`src/rtl/vga_pkg.sv`:
```
// -----------------------------------------------------------------------------
// vga_pkg
// Shared definitions for the VGA raster generator:
//   - default 640x480@60 timing constants (50 MHz sysclk, pixel tick = /2)
//   - total(): line/frame length from active + porches + sync
//   - coord_w(): clog2-based width of a counter spanning 0..tot-1 (min 1 bit)
//   - rgb_def_t: {R,G,B} colour struct at the default channel width; modules
//     built with another COLOR_W declare the same {r,g,b} layout at their width
// Optional feature macro used by the top: VGA_TESTPATTERN_EN
// -----------------------------------------------------------------------------
package vga_pkg;

  localparam int H_ACTIVE_DEF = 640;
  localparam int H_FP_DEF     = 16;
  localparam int H_SYNC_DEF   = 96;
  localparam int H_BP_DEF     = 48;

  localparam int V_ACTIVE_DEF = 480;
  localparam int V_FP_DEF     = 10;
  localparam int V_SYNC_DEF   = 2;
  localparam int V_BP_DEF     = 33;

  localparam int CLK_DIV_DEF  = 2;
  localparam int COLOR_W_DEF  = 1;

  function automatic int total(input int active, input int fp, input int sync, input int bp);
    return active + fp + sync + bp;
  endfunction

  function automatic int coord_w(input int tot);
    return (tot > 1) ? $clog2(tot) : 1;
  endfunction

  localparam int H_TOTAL_DEF = total(H_ACTIVE_DEF, H_FP_DEF, H_SYNC_DEF, H_BP_DEF);
  localparam int V_TOTAL_DEF = total(V_ACTIVE_DEF, V_FP_DEF, V_SYNC_DEF, V_BP_DEF);
  localparam int H_W_DEF     = coord_w(H_TOTAL_DEF);
  localparam int V_W_DEF     = coord_w(V_TOTAL_DEF);

  typedef struct packed {
    logic [COLOR_W_DEF-1:0] r;
    logic [COLOR_W_DEF-1:0] g;
    logic [COLOR_W_DEF-1:0] b;
  } rgb_def_t;

endpackage

```
`src/rtl/vga_axis_counter.sv`:
```
// -----------------------------------------------------------------------------
// vga_axis_counter
// One raster axis (horizontal or vertical): a 0..TOTAL-1 counter with wrap,
// active-area and sync-window decode of the current count.
// Ports:
//   clk_i        clock
//   clear_i      synchronous clear to 0 (reset / raster halt)
//   count_en_i   advance one step this cycle
//   count_o      current count
//   wrap_o       count is TOTAL-1 (next step returns to 0)
//   active_o     count < ACTIVE
//   sync_win_o   ACTIVE+FP <= count < ACTIVE+FP+SYNC
// -----------------------------------------------------------------------------
module vga_axis_counter
  import vga_pkg::*;
#(
  parameter int ACTIVE = H_ACTIVE_DEF,
  parameter int FP     = H_FP_DEF,
  parameter int SYNC   = H_SYNC_DEF,
  parameter int BP     = H_BP_DEF,
  parameter int W      = coord_w(total(ACTIVE, FP, SYNC, BP))
) (
  input  logic         clk_i,
  input  logic         clear_i,
  input  logic         count_en_i,
  output logic [W-1:0] count_o,
  output logic         wrap_o,
  output logic         active_o,
  output logic         sync_win_o
);

  localparam int TOTAL = total(ACTIVE, FP, SYNC, BP);

  // Window bounds held one bit wider so an end bound equal to TOTAL cannot
  // alias to 0 when TOTAL is a power of two.
  localparam logic [W:0] ACT_END   = (W+1)'(ACTIVE);
  localparam logic [W:0] SYNC_BEG  = (W+1)'(ACTIVE + FP);
  localparam logic [W:0] SYNC_END  = (W+1)'(ACTIVE + FP + SYNC);
  localparam logic [W:0] LAST      = (W+1)'(TOTAL - 1);

  logic [W-1:0] count_q, count_d;
  logic [W:0]   count_x;

  assign count_x = {1'b0, count_q};

  assign wrap_o     = (count_x == LAST);
  assign active_o   = (count_x < ACT_END);
  assign sync_win_o = (count_x >= SYNC_BEG) && (count_x < SYNC_END);
  assign count_o    = count_q;

  always_comb begin
    count_d = count_q;
    if (clear_i) begin
      count_d = '0;
    end else if (count_en_i) begin
      count_d = wrap_o ? '0 : count_q + 1'b1;
    end
  end

  always_ff @(posedge clk_i) begin
    count_q <= count_d;
  end

endmodule

```
`src/rtl/vga_timing_gen.sv`:
```
// -----------------------------------------------------------------------------
// vga_timing_gen
// Parametrised VGA raster generator. sysclk is divided into a pixel tick; H/V
// counters publish the coordinate being requested from an upstream pixel
// source, whose colour is registered one tick later onto VGA_R/G/B together
// with the matching VGA_HS/VGA_VS.
// Optional feature: define VGA_TESTPATTERN_EN to add pattern_sel and an
// internal 8-vertical-bar test pattern.
// Ports:
//   sysclk       system clock (single domain)
//   rst          synchronous active-high reset
//   enable       raster run; low clears and holds the raster, restart at (0,0)
//   rgb_in       {R,G,B} for the previously published coordinate
//   pattern_sel  selects the test pattern (VGA_TESTPATTERN_EN only)
//   px_x/px_y    coordinate being requested
//   px_valid     px_x/px_y inside the active area
//   frame_start  one-cycle pulse when (0,0) is published
//   VGA_R/G/B    registered colour
//   VGA_HS/VS    registered syncs, aligned with colour
// -----------------------------------------------------------------------------
module vga_timing_gen
  import vga_pkg::*;
#(
  parameter int H_ACTIVE = H_ACTIVE_DEF,
  parameter int H_FP     = H_FP_DEF,
  parameter int H_SYNC   = H_SYNC_DEF,
  parameter int H_BP     = H_BP_DEF,
  parameter int V_ACTIVE = V_ACTIVE_DEF,
  parameter int V_FP     = V_FP_DEF,
  parameter int V_SYNC   = V_SYNC_DEF,
  parameter int V_BP     = V_BP_DEF,
  parameter bit HS_POL   = 1'b0,
  parameter bit VS_POL   = 1'b0,
  parameter int CLK_DIV  = CLK_DIV_DEF,
  parameter int COLOR_W  = COLOR_W_DEF
) (
  input  logic                                                sysclk,
  input  logic                                                rst,
  input  logic                                                enable,
  input  logic [3*COLOR_W-1:0]                                rgb_in,
`ifdef VGA_TESTPATTERN_EN
  input  logic                                                pattern_sel,
`endif
  output logic [coord_w(total(H_ACTIVE,H_FP,H_SYNC,H_BP))-1:0] px_x,
  output logic [coord_w(total(V_ACTIVE,V_FP,V_SYNC,V_BP))-1:0] px_y,
  output logic                                                px_valid,
  output logic                                                frame_start,
  output logic [COLOR_W-1:0]                                  VGA_R,
  output logic [COLOR_W-1:0]                                  VGA_G,
  output logic [COLOR_W-1:0]                                  VGA_B,
  output logic                                                VGA_HS,
  output logic                                                VGA_VS
);

  localparam int H_TOTAL = total(H_ACTIVE, H_FP, H_SYNC, H_BP);
  localparam int V_TOTAL = total(V_ACTIVE, V_FP, V_SYNC, V_BP);
  localparam int HW      = coord_w(H_TOTAL);
  localparam int VW      = coord_w(V_TOTAL);
  localparam int DIV_W   = coord_w(CLK_DIV);

  typedef struct packed {
    logic [COLOR_W-1:0] r;
    logic [COLOR_W-1:0] g;
    logic [COLOR_W-1:0] b;
  } pix_t;

  logic [DIV_W-1:0] div_q, div_d;
  logic             run_q, run_d;   // a coordinate has been published since halt
  logic             fs_q, fs_d;
  pix_t             col_q, col_d;
  logic             hs_q, hs_d;
  logic             vs_q, vs_d;

  logic             halt;
  logic             tick;
  logic [HW-1:0]    h_count;
  logic [VW-1:0]    v_count;
  logic             h_wrap, h_active, h_sync_win;
  logic             v_wrap, v_active, v_sync_win;
  logic             pix_valid;
  pix_t             src;

  assign halt = rst | ~enable;
  assign tick = (div_q == DIV_W'(CLK_DIV - 1));

  // The first tick after a halt publishes (0,0) without stepping, so the
  // counters only advance once a coordinate is already on display.
  vga_axis_counter #(
    .ACTIVE (H_ACTIVE),
    .FP     (H_FP),
    .SYNC   (H_SYNC),
    .BP     (H_BP),
    .W      (HW)
  ) u_h_axis (
    .clk_i      (sysclk),
    .clear_i    (halt),
    .count_en_i (tick & run_q),
    .count_o    (h_count),
    .wrap_o     (h_wrap),
    .active_o   (h_active),
    .sync_win_o (h_sync_win)
  );

  vga_axis_counter #(
    .ACTIVE (V_ACTIVE),
    .FP     (V_FP),
    .SYNC   (V_SYNC),
    .BP     (V_BP),
    .W      (VW)
  ) u_v_axis (
    .clk_i      (sysclk),
    .clear_i    (halt),
    .count_en_i (tick & run_q & h_wrap),
    .count_o    (v_count),
    .wrap_o     (v_wrap),
    .active_o   (v_active),
    .sync_win_o (v_sync_win)
  );

  assign pix_valid = run_q & h_active & v_active;

`ifdef VGA_TESTPATTERN_EN
  // Bar index of the coordinate currently published; consumed at the next
  // tick, giving the same latency as rgb_in.
  logic [2:0] bar;
  assign bar = 3'({h_count, 3'b000} / (HW+3)'(H_ACTIVE));
`endif

  always_comb begin
    src = pix_t'(rgb_in);
`ifdef VGA_TESTPATTERN_EN
    if (pattern_sel) begin
      src.r = {COLOR_W{bar[2]}};
      src.g = {COLOR_W{bar[1]}};
      src.b = {COLOR_W{bar[0]}};
    end
`endif
  end

  always_comb begin
    div_d = div_q;
    run_d = run_q;
    fs_d  = 1'b0;
    col_d = col_q;
    hs_d  = hs_q;
    vs_d  = vs_q;
    if (halt) begin
      div_d = '0;
      run_d = 1'b0;
      col_d = '0;
      hs_d  = ~HS_POL;
      vs_d  = ~VS_POL;
    end else begin
      div_d = tick ? '0 : div_q + 1'b1;
      if (tick) begin
        run_d = 1'b1;
        // (0,0) is published either on restart or on the frame wrap
        fs_d  = ~run_q | (h_wrap & v_wrap);
        // outputs describe the coordinate that was on px_* until this edge
        col_d = pix_valid ? src : '0;
        hs_d  = (run_q & h_sync_win) ? HS_POL : ~HS_POL;
        vs_d  = (run_q & v_sync_win) ? VS_POL : ~VS_POL;
      end
    end
  end

  always_ff @(posedge sysclk) begin
    if (rst) begin
      div_q <= '0;
      run_q <= 1'b0;
      fs_q  <= 1'b0;
      col_q <= '0;
      hs_q  <= ~HS_POL;
      vs_q  <= ~VS_POL;
    end else begin
      div_q <= div_d;
      run_q <= run_d;
      fs_q  <= fs_d;
      col_q <= col_d;
      hs_q  <= hs_d;
      vs_q  <= vs_d;
    end
  end

  assign px_x        = h_count;
  assign px_y        = v_count;
  assign px_valid    = pix_valid;
  assign frame_start = fs_q;
  assign VGA_R       = col_q.r;
  assign VGA_G       = col_q.g;
  assign VGA_B       = col_q.b;
  assign VGA_HS      = hs_q;
  assign VGA_VS      = vs_q;

endmodule

```
`config.mk`:
```
export PLATFORM = sky130hd
export DESIGN_NAME = vga_timing_gen
export DESIGN_NICKNAME = d
export VERILOG_FILES = /design/src/rtl/vga_pkg.sv /design/src/rtl/vga_axis_counter.sv /design/src/rtl/vga_timing_gen.sv
export SDC_FILE = /design/constraint.sdc
export NUM_CORES = 1
export LEC_CHECK = 0
export CAP_MARGIN = 20
export CORE_UTILIZATION = 48
export DETAILED_ROUTE_END_ITERATION = 8
export GPL_TIMING_DRIVEN = 0
export PLACE_DENSITY = 0.82
export SLEW_MARGIN = 10
export SYNTH_ARGS = -nofsm -noshare
export SYNTH_HDL_FRONTEND = slang
export SYNTH_HIERARCHICAL = 1
export SYNTH_SLANG_ARGS = --single-unit
```
`constraint.sdc`:
```
create_clock -name sysclk -period 2.7 [get_ports sysclk]
set_input_delay 0.54 -clock sysclk [delete_from_list [all_inputs] [get_ports sysclk]]
set_output_delay 0.54 -clock sysclk [all_outputs]
set_load 0.005 [all_outputs]
```
; Word level (Yosys, flattened, before mapping)
; Cells that the tools add are included.
[classes]
n_addsub = 3
n_eq_ne = 2
order_cmp = 6
n_bitwise = 12
mux = 5
n_reduce_logical = 5
[ops]
columns = operator, count
row1 = "10-bit by 1-bit adder with 10-bit output, second input constant", 2
row2 = "10-bit == test, second input constant", 2
row3 = "10-bit less-than comparator, second input constant", 2
row4 = "10-bit by 9-bit less-than comparator with 1-bit output, second input constant", 2
row5 = 10-bit 2-to-1 mux, 2
row6 = "10-bit >= comparator, second input constant", 1
row7 = "10-bit by 9-bit >= comparator with 1-bit output, second input constant", 1
row8 = 1-bit bitwise AND, 7
row9 = 3-bit OR reduction, 2
row10 = 3-bit 2-to-1 mux, 1
row11 = 1-bit inverter, 3
row12 = 1-bit logical AND, 2
row13 = 1-bit 2-to-1 mux, 2
row14 = 1-bit bitwise OR, 2
row15 = 2-bit OR reduction, 1
row16 = "1-bit adder, second input constant", 1
[totals]
reg_bits = 28
output_inout_bits = 27

; Logic depth before layout (Yosys ltp)
; Gate-level depths: netlist of run 1.
[logic_depth]
depth_word = 4
mapped_depth = 8
ltp_nobuf = 7

; Modules after synthesis
; The synthesis of run 1 kept the hierarchy.
[by_module_without_submodules]
columns = mod, n_inst, area_per_inst_um2, cells_per_inst
row1 = vga_axis_counter (u_h_axis), 1, 531.8, 61
row2 = vga_axis_counter (u_v_axis), 1, 514.2, 58
row3 = vga_timing_gen, 1, 329.1, 33

; Least setup slack after synthesis of run 1
; OpenSTA, ideal clock, no wires.
[synth_timing]
kind = register to register
from = register u_h_axis.count_q[5], in the netlist u_h_axis/count_o[5]
to = register u_v_axis.count_q[7], in the netlist u_v_axis/count_o[7]
synth_period_minus_slack_ns = 2.061
setup_time_ns = 0.070
path_stages_with_launch = 9
required_time_ns = 2.630
slack_ns = 0.639
arrival_time_ns = 1.991
path_cell_list = dfxtp_1 -> nor4b_1 -> nand3_1 -> nor2_1 -> and3_2 -> buf_4 -> nand3_2 -> or4_1 -> a21oi_1
[synth_via]
elab_chain_cells = 2
[synth_lines]
columns = item, line
row1 = "start, declared", vga_axis_counter.sv:41  ; logic [W-1:0] count_q, count_d;
row2 = "start signal, assigned", vga_axis_counter.sv:61  ; count_q <= count_d;
row3 = 10-bit == test, vga_axis_counter.sv:46  ; assign wrap_o = (count_x == LAST);
row4 = via h_wrap, vga_timing_gen.sv:78  ; logic h_wrap, h_active, h_sync_win;
row5 = 1-bit bitwise AND, vga_timing_gen.sv:113  ; .count_en_i (tick & run_q & h_wrap),
row6 = "end signal, assigned", vga_axis_counter.sv:61
row7 = "end, declared", vga_axis_counter.sv:41
; The timed path passes the listed nets, and every way through them passes these cells.
; A chain may end at the register's enable or synchronous reset.

; Worst setup path after layout of run 1
[layout_timing]
from = register u_v_axis.count_q[5], in the netlist u_v_axis/count_o[5]
to = output px_valid
[layout_via]
elab_chain_cells = 2
[layout_lines]
columns = item, line
row1 = 10-bit by 9-bit less-than comparator with 1-bit output, vga_axis_counter.sv:47  ; assign active_o = (count_x < ACT_END);
row2 = via v_active, vga_timing_gen.sv:79  ; logic v_wrap, v_active, v_sync_win;
row3 = 1-bit bitwise AND, vga_timing_gen.sv:120  ; assign pix_valid = run_q & h_active & v_active;
row4 = "end, declared", vga_timing_gen.sv:46  ; output logic px_valid,
; The timed path passes the listed nets, and every way through them passes these cells.

==> results.yml, run 1 <==
timing:
  setup_viol: 0
  fin_crit_sh_pct: 88.37
  timing.fmax_mhz: 419.1
  slew_headroom_pct: 71.05
  period_minus_slack_ns: 2.386
  fin_setup_tns_ns: 0
  slew_viol_final: 0
  rsz0062_at_grt: "false"
  clock_skew_ns: 0.003238
  hold_viol: 0
  worst_slew_pin_slew_ns: 0.4283
grt:
  grt_max_degree: 15
  antenna_found_initial: 0
  grt_overflow: 0
  grt_pass1_wl_mm: 4.961
  first_global_vias: 1131
  grt_usage_pct: 19.58
synthesis:
  synth_top_family_by_area: "simple AND/OR/NAND/NOR gates"
  yosysSeqAreaShare_pct: 40.76
  synth.avg_cell_area_um2: 9.047
  synth-simple-area-share_pct: 31.21
  synth.ff_latch_count: 28
  synthMuxAreaShare_pct: 1.456
  ys_warn_count: 6
  synth_cells: 152
  synth_cell_types: 41
  synth-compound-area-share_pct: 13.74
  synth_fa_ha_area_share_pct: 3.640
  syn_area_um2: 1375
  synth_nets: 162
  synth_xor_area_share_pct: 5.096
finish:
  final_area_um2: 1757
  regArea_um2: 560.5
  insertedDiodeCount: 0
  multiInputGateArea_um2: 758.2
  syn_to_final_growth_pct: 27.75
  final_layout_size_suffix_gt1_share_pct: 13.37
  fin_cells: 218
  num-fill-cells: 246
  fin_nets: 199
clocking:
  post_cts_buffers: 0
  cts_buffers: 3
  cts.clk_slew.worst_paths_ns: 0.13
  h-tree-depth: 1
  cts_tree: "yes"
  numClockSinks: 28
  clock_latency_ns: 0.31
  ctsResizeCount: 0
  hold_buffers: 0
  cts_max_path_buffers: 2
  root_buffer: "clkbuf_4"
detailed_routing:
  wl_per_cell_um: 13.29
  viasPerCell: 5.725
  totalWireLength_mm: 2.897
  drt-initial-drc-count: 43
  vias: 1248
  firstDrtPassIters: 4
  ant_nets: 0
  drc_errors: 0
die:
  rows: 19
  fp.dieH_um: 55.53
  initial_core_util_pct: 50.30
  ioPinCount: 33
  die_x_um: 55.53
  core_area_um2: 2734
  dieArea_um2: 3083
critical_path:
  crit_fanout: 7
  setup.worst_path.end_class: "primary output"
  worst_ep_required_time_ns: 2.16
  startpoint_type: "flop"
  worst-r2r-setup-slack_ns: 0.35
  cp_data_arrival_time_ns: 1.85
  critPathKind: "flop to primary output"
  ff2ff_path_depth: 8
placed_design:
  finalWeightedCongestion: 0.8148
  dp_hpwl_mm: 2.156
  placed_cell_area_um2: 1734
  io_buffers: 32
  placedCellCount: 215
worst_hold_path:
  hold_class: "flop to flop"
  holdPathStages: 1
power_and_ir_drop:
  peakVddDrop_uv: 270.1
  p_leak_nw: 0.5949
  power_mw: 0.6077
  powerDensity_nw_per_um2: 345.9
outcome:
  status: "finished, final reports clean"
run:
  cap_violations: 0
-- area by class of cell --
| type | instances | share of cell area (%) |
|---|---|---|
| multi-input cells | 113 | 43.16 |
| flip-flops and latches | 28 | 31.91 |
| repair buffers | 32 | 18.23 |
| well taps | 31 | 2.208 |
| plain buffers | 5 | 1.923 |
| clock buffers | 3 | 1.282 |
| inverters | 6 | 1.282 |
-- through the flow --
stage          setup slack, ns  util [%]  hold WS (ns)
6_report                0.3141     64.26        0.4755
2_1_floorplan           0.6389         -        0.4558
3_5_place_dp            0.3821     63.43        0.4506
5_1_grt                 0.2056     64.26        0.4843
3_3_place_gp            0.4979     63.43        0.4477
4_1_cts                 0.3217     64.26        0.4784
-- path summary, 6_finish.rpt --
kind / to / start
min: VGA_B / VGA_B
max reg2reg: u_v_axis/count_o[7] / u_h_axis/count_o[5]
max: px_valid / u_v_axis/count_o[5]
min reg2reg: VGA_B / VGA_B
-- worst max-delay path: stages (launching register included) --
cell             delay (ns)
dfxtp_1                0.38
nand4_1                0.18
nor2b_1                0.29
and3_1                 0.19
clkdlybuf4s50_1        0.49
-- logic make-up after synthesis --
group,count (synthesis)
compound gates,30
fa+ha+maj,4
simple gates,69
buf+inv,11
mux,2
xor+xnor,8
flops,28
-- flip-flops by register name (all words and copies together) (netlist names) --
| name | flops |
|---|---|
| VGA_VS | 1 |
| div_q | 1 |
| VGA_G | 1 |
| VGA_R | 1 |
| VGA_HS | 1 |
| run_q | 1 |
| u_v_axis/count_o | 10 |
| VGA_B | 1 |
| u_h_axis/count_o | 10 |
| frame_start | 1 |
-- where the power goes --
group          total, mW  internal, mW  switching (mW)
combinational     0.0311        0.0165          0.0146
clock              0.160        0.0522           0.108
sequential         0.417         0.415         0.00156
total              0.608         0.484           0.124
-- cells in the mapped netlist --
master	instances	area, um2
dfxtp_1	28	560.5
nor2_1	16	60.06
nand2_1	10	37.54
a21oi_1	9	45.04
o21ai_0	9	45.04
nand3_1	6	30.03
nand4_1	6	37.54
xor2_1	6	52.55
inv_1	5	18.77
and3_2	4	30.03
ha_1	4	50.05
o31ai_1	4	30.03
or3_1	4	25.02
buf_2	3	15.01
o2bb2ai_1	3	26.28
or3_2	3	22.52
or4_1	3	22.52
a41o_1	2	20.02
and3_1	2	12.51
mux2i_1	2	20.02
nor4b_1	2	17.52
xnor2_1	2	17.52
a211oi_1	1	7.510
a21oi_2	1	8.760
a31oi_1	1	6.260
and2_2	1	7.510
and4_2	1	10.01
buf_4	1	7.510
buf_6	1	11.26
inv_2	1	3.750
nand3_2	1	10.01
nand3b_1	1	7.510
nand4_2	1	12.51
nand4_4	1	21.27
nand4b_1	1	8.760
nor2b_1	1	6.260
nor2b_2	1	8.760
nor3_1	1	5.000
nor3b_4	1	18.77
nor4_1	1	6.260
or4_4	1	11.26
-- layer usage --
layer  global-route usage [%]  part of all wire (%)
met3                    2.576                   2.9
met1                    26.75                    46
met4                    6.429                  0.55
met2                    32.01                    50
met5                        0                     0
-- layout by cell type (no fill, tap or decap), types with 2 or more instances in the layout --
| cell type | netlist | final |
|---|---|---|
| o31ai_1 | 4 | 4 |
| or3_1 | 4 | 4 |
| dfxtp_1 | 28 | 28 |
| or3_2 | 3 | 3 |
| nand2_1 | 10 | 10 |
| and3_2 | 4 | 4 |
| buf_2 | 3 | 3 |
| clkbuf_4 | 0 | 3 |
| inv_1 | 5 | 5 |
| nor2_1 | 16 | 16 |
| mux2i_1 | 2 | 2 |
| o2bb2ai_1 | 3 | 3 |
| clkdlybuf4s50_1 | 0 | 32 |
| ha_1 | 4 | 4 |
| or4_1 | 3 | 3 |
| and3_1 | 2 | 2 |
| nor4b_1 | 2 | 2 |
| nand3_1 | 6 | 6 |
| xnor2_1 | 2 | 2 |
| o21ai_0 | 9 | 9 |
| xor2_1 | 6 | 6 |
| nand4_1 | 6 | 6 |
| a21oi_1 | 9 | 9 |
| a41o_1 | 2 | 2 |
(Power assumes the default switching activity.)
==> run 2: changes to the inputs <==
--- a/config.mk
+++ b/config.mk
@@ -5,12 +5,10 @@
 export SDC_FILE = /design/constraint.sdc
 export NUM_CORES = 1
 export LEC_CHECK = 0
-export CAP_MARGIN = 20
 export CORE_UTILIZATION = 48
 export DETAILED_ROUTE_END_ITERATION = 8
 export GPL_TIMING_DRIVEN = 0
 export PLACE_DENSITY = 0.82
-export SLEW_MARGIN = 10
 export SYNTH_ARGS = -nofsm -noshare
 export SYNTH_HDL_FRONTEND = slang
 export SYNTH_HIERARCHICAL = 1
==> results of run 2 <==
Same layout as run 1: the final DEF is identical, and so are final timing and power.
==> run 3: changes to the inputs <==
--- a/config.mk
+++ b/config.mk
@@ -8,7 +8,7 @@
 export CORE_UTILIZATION = 48
 export DETAILED_ROUTE_END_ITERATION = 8
 export GPL_TIMING_DRIVEN = 0
-export PLACE_DENSITY = 0.82
+export PLACE_DENSITY = 0.86
 export SYNTH_ARGS = -nofsm -noshare
 export SYNTH_HDL_FRONTEND = slang
 export SYNTH_HIERARCHICAL = 1
==> results.yml, run 3 (same netlist as run 1, synthesis figures left out) <==
outcome:
  status: "finished, final reports clean"
placed_design:
  finalWeightedCongestion: 0.7412
  dp_hpwl_mm: 2.284
  io_buffers: 32
finish:
  syn_to_final_growth_pct: 29.94
  num-fill-cells: 242
  insertedDiodeCount: 0
  fin_nets: 199
  layout_commonest_cell: "clkdlybuf4s50_1"
  final_layout_size_suffix_gt1_share_pct: 13.83
  fin_util_pct: 65.35
  layout_common_cells: "clkdlybuf4s50_1 (32), dfxtp_1 (28), nor2_1 (16)"
grt:
  grt_usage_pct: 20.93
  grt_pass1_wl_mm: 5.195
  grt_max_degree: 17
  first_global_vias: 1149
  antenna_found_initial: 0
  grt_overflow: 0
die:
  dieArea_um2: 3083
  ioPinCount: 33
  rows: 19
  die_x_um: 55.53
  initial_core_util_pct: 50.30
  fp.dieH_um: 55.53
  core_area_um2: 2734
timing:
  fin_crit_sh_pct: 91.64
  slew_headroom_pct: 66.24
  fin_setup_tns_ns: 0
  timing.fmax_mhz: 404.1
  setup_viol: 0
  period_minus_slack_ns: 2.474
  clock_skew_ns: 0.004460
  worst_slew_pin_slew_ns: 0.5011
  hold_viol: 0
  slew_viol_final: 0
  rsz0062_at_grt: "false"
clocking:
  ctsResizeCount: 0
  h-tree-depth: 1
  clock_latency_ns: 0.34
  numClockSinks: 28
  cts_buffers: 3
  root_buffer: "clkbuf_4"
  hold_buffers: 0
  cts_max_path_buffers: 2
  cts_tree: "yes"
  post_cts_buffers: 0
  cts.clk_slew.worst_paths_ns: 0.15
critical_path:
  cp_data_arrival_time_ns: 1.93
  critPathSlowestCell: "clkdlybuf4s50_1"
  crit_family: "simple AND/OR/NAND/NOR gates"
  critPathKind: "flop to primary output"
  crit_buf_inv: 1
  startpoint_type: "flop"
  cpPeakStageDelay_ns: 0.49
  crit_fanout: 7
  setup.worst_path.end_class: "primary output"
  worst_ep_required_time_ns: 2.16
  crit_chain: "nand4_1, nor2b_1, and3_1, clkdlybuf4s50_1"
detailed_routing:
  ant_nets: 0
  wl_per_cell_um: 14.14
  wl_met3_um: 110
  totalWireLength_mm: 3.096
  topRoutingLayerUsed: "met4"
  route.layer.met1.wl_mm: 1.389
  firstDrtPassIters: 4
  drc_errors: 0
  drt-initial-drc-count: 45
  viasPerCell: 5.822
  vias: 1275
  met2_length_mm: 1.521
power_and_ir_drop:
  powerDensity_nw_per_um2: 407.7
  peakVddDrop_uv: 312.5
  p_leak_nw: 0.6090
worst_hold_path:
  hold_class: "flop to flop"
run:
  cap_violations: 0
run 3: changes by cell type in the layout (fill, tap and decap cells not counted):
cell and delta:
bufinv_16 +1
run 3: through the flow:
step	hold slack [ns]	power, mW	instances	area (um2)	worst slack [ns]
global route	0.4854	0.7490	219	1787	0.1382
finish	0.4783	0.7285	219	1787	0.2256
floorplan	0.4558	0.4424	152	1375	0.6389
detailed placement	0.4511	0.4566	215	1734	0.4249
global placement	0.4511	0.4557	215	1734	0.5242
CTS	0.4795	0.7299	219	1787	0.2384
run 3: path summary, 6_finish.rpt:
check / from / endpoint / slack (ns) / cells after the start
min: VGA_B / VGA_B / 0.48 / 1
max: u_v_axis/count_o[5] / px_valid / 0.23 / 4
max reg2reg: u_h_axis/count_o[9] / u_v_axis/count_o[8] / 0.35 / 8
min reg2reg: VGA_B / VGA_B / 0.48 / 1
run 3: area by class of cell:
type                            count  area [um2]  area share (%)
Clock buffer                        3       22.52           1.261
Clock inverter                      1       30.03           1.681
Buffer                              5       33.78           1.891
Inverter                            6       22.52           1.261
Multi-Input combinational cell    113       758.2           42.44
Timing Repair Buffer               32       320.3           17.93
Sequential cell                    28       560.5           31.37
Tap cell                           31       38.79           2.171
run 3: routing by layer:
layer | up-vias | track usage [%]
met3 | 11 | 3.279
met5 | - | 0
met2 | 37 | 35.11
met4 | 0 | 9.286
met1 | 598 | 26.49
li1 | 629 | -
run 3: power breakdown:
part	switching, mW	leakage [nW]	internal [mW]
Combinational	0.0144	0.355	0.0165
Clock	0.130	0.0279	0.150
Sequential	0.00162	0.226	0.415
Total	0.146	0.609	0.582
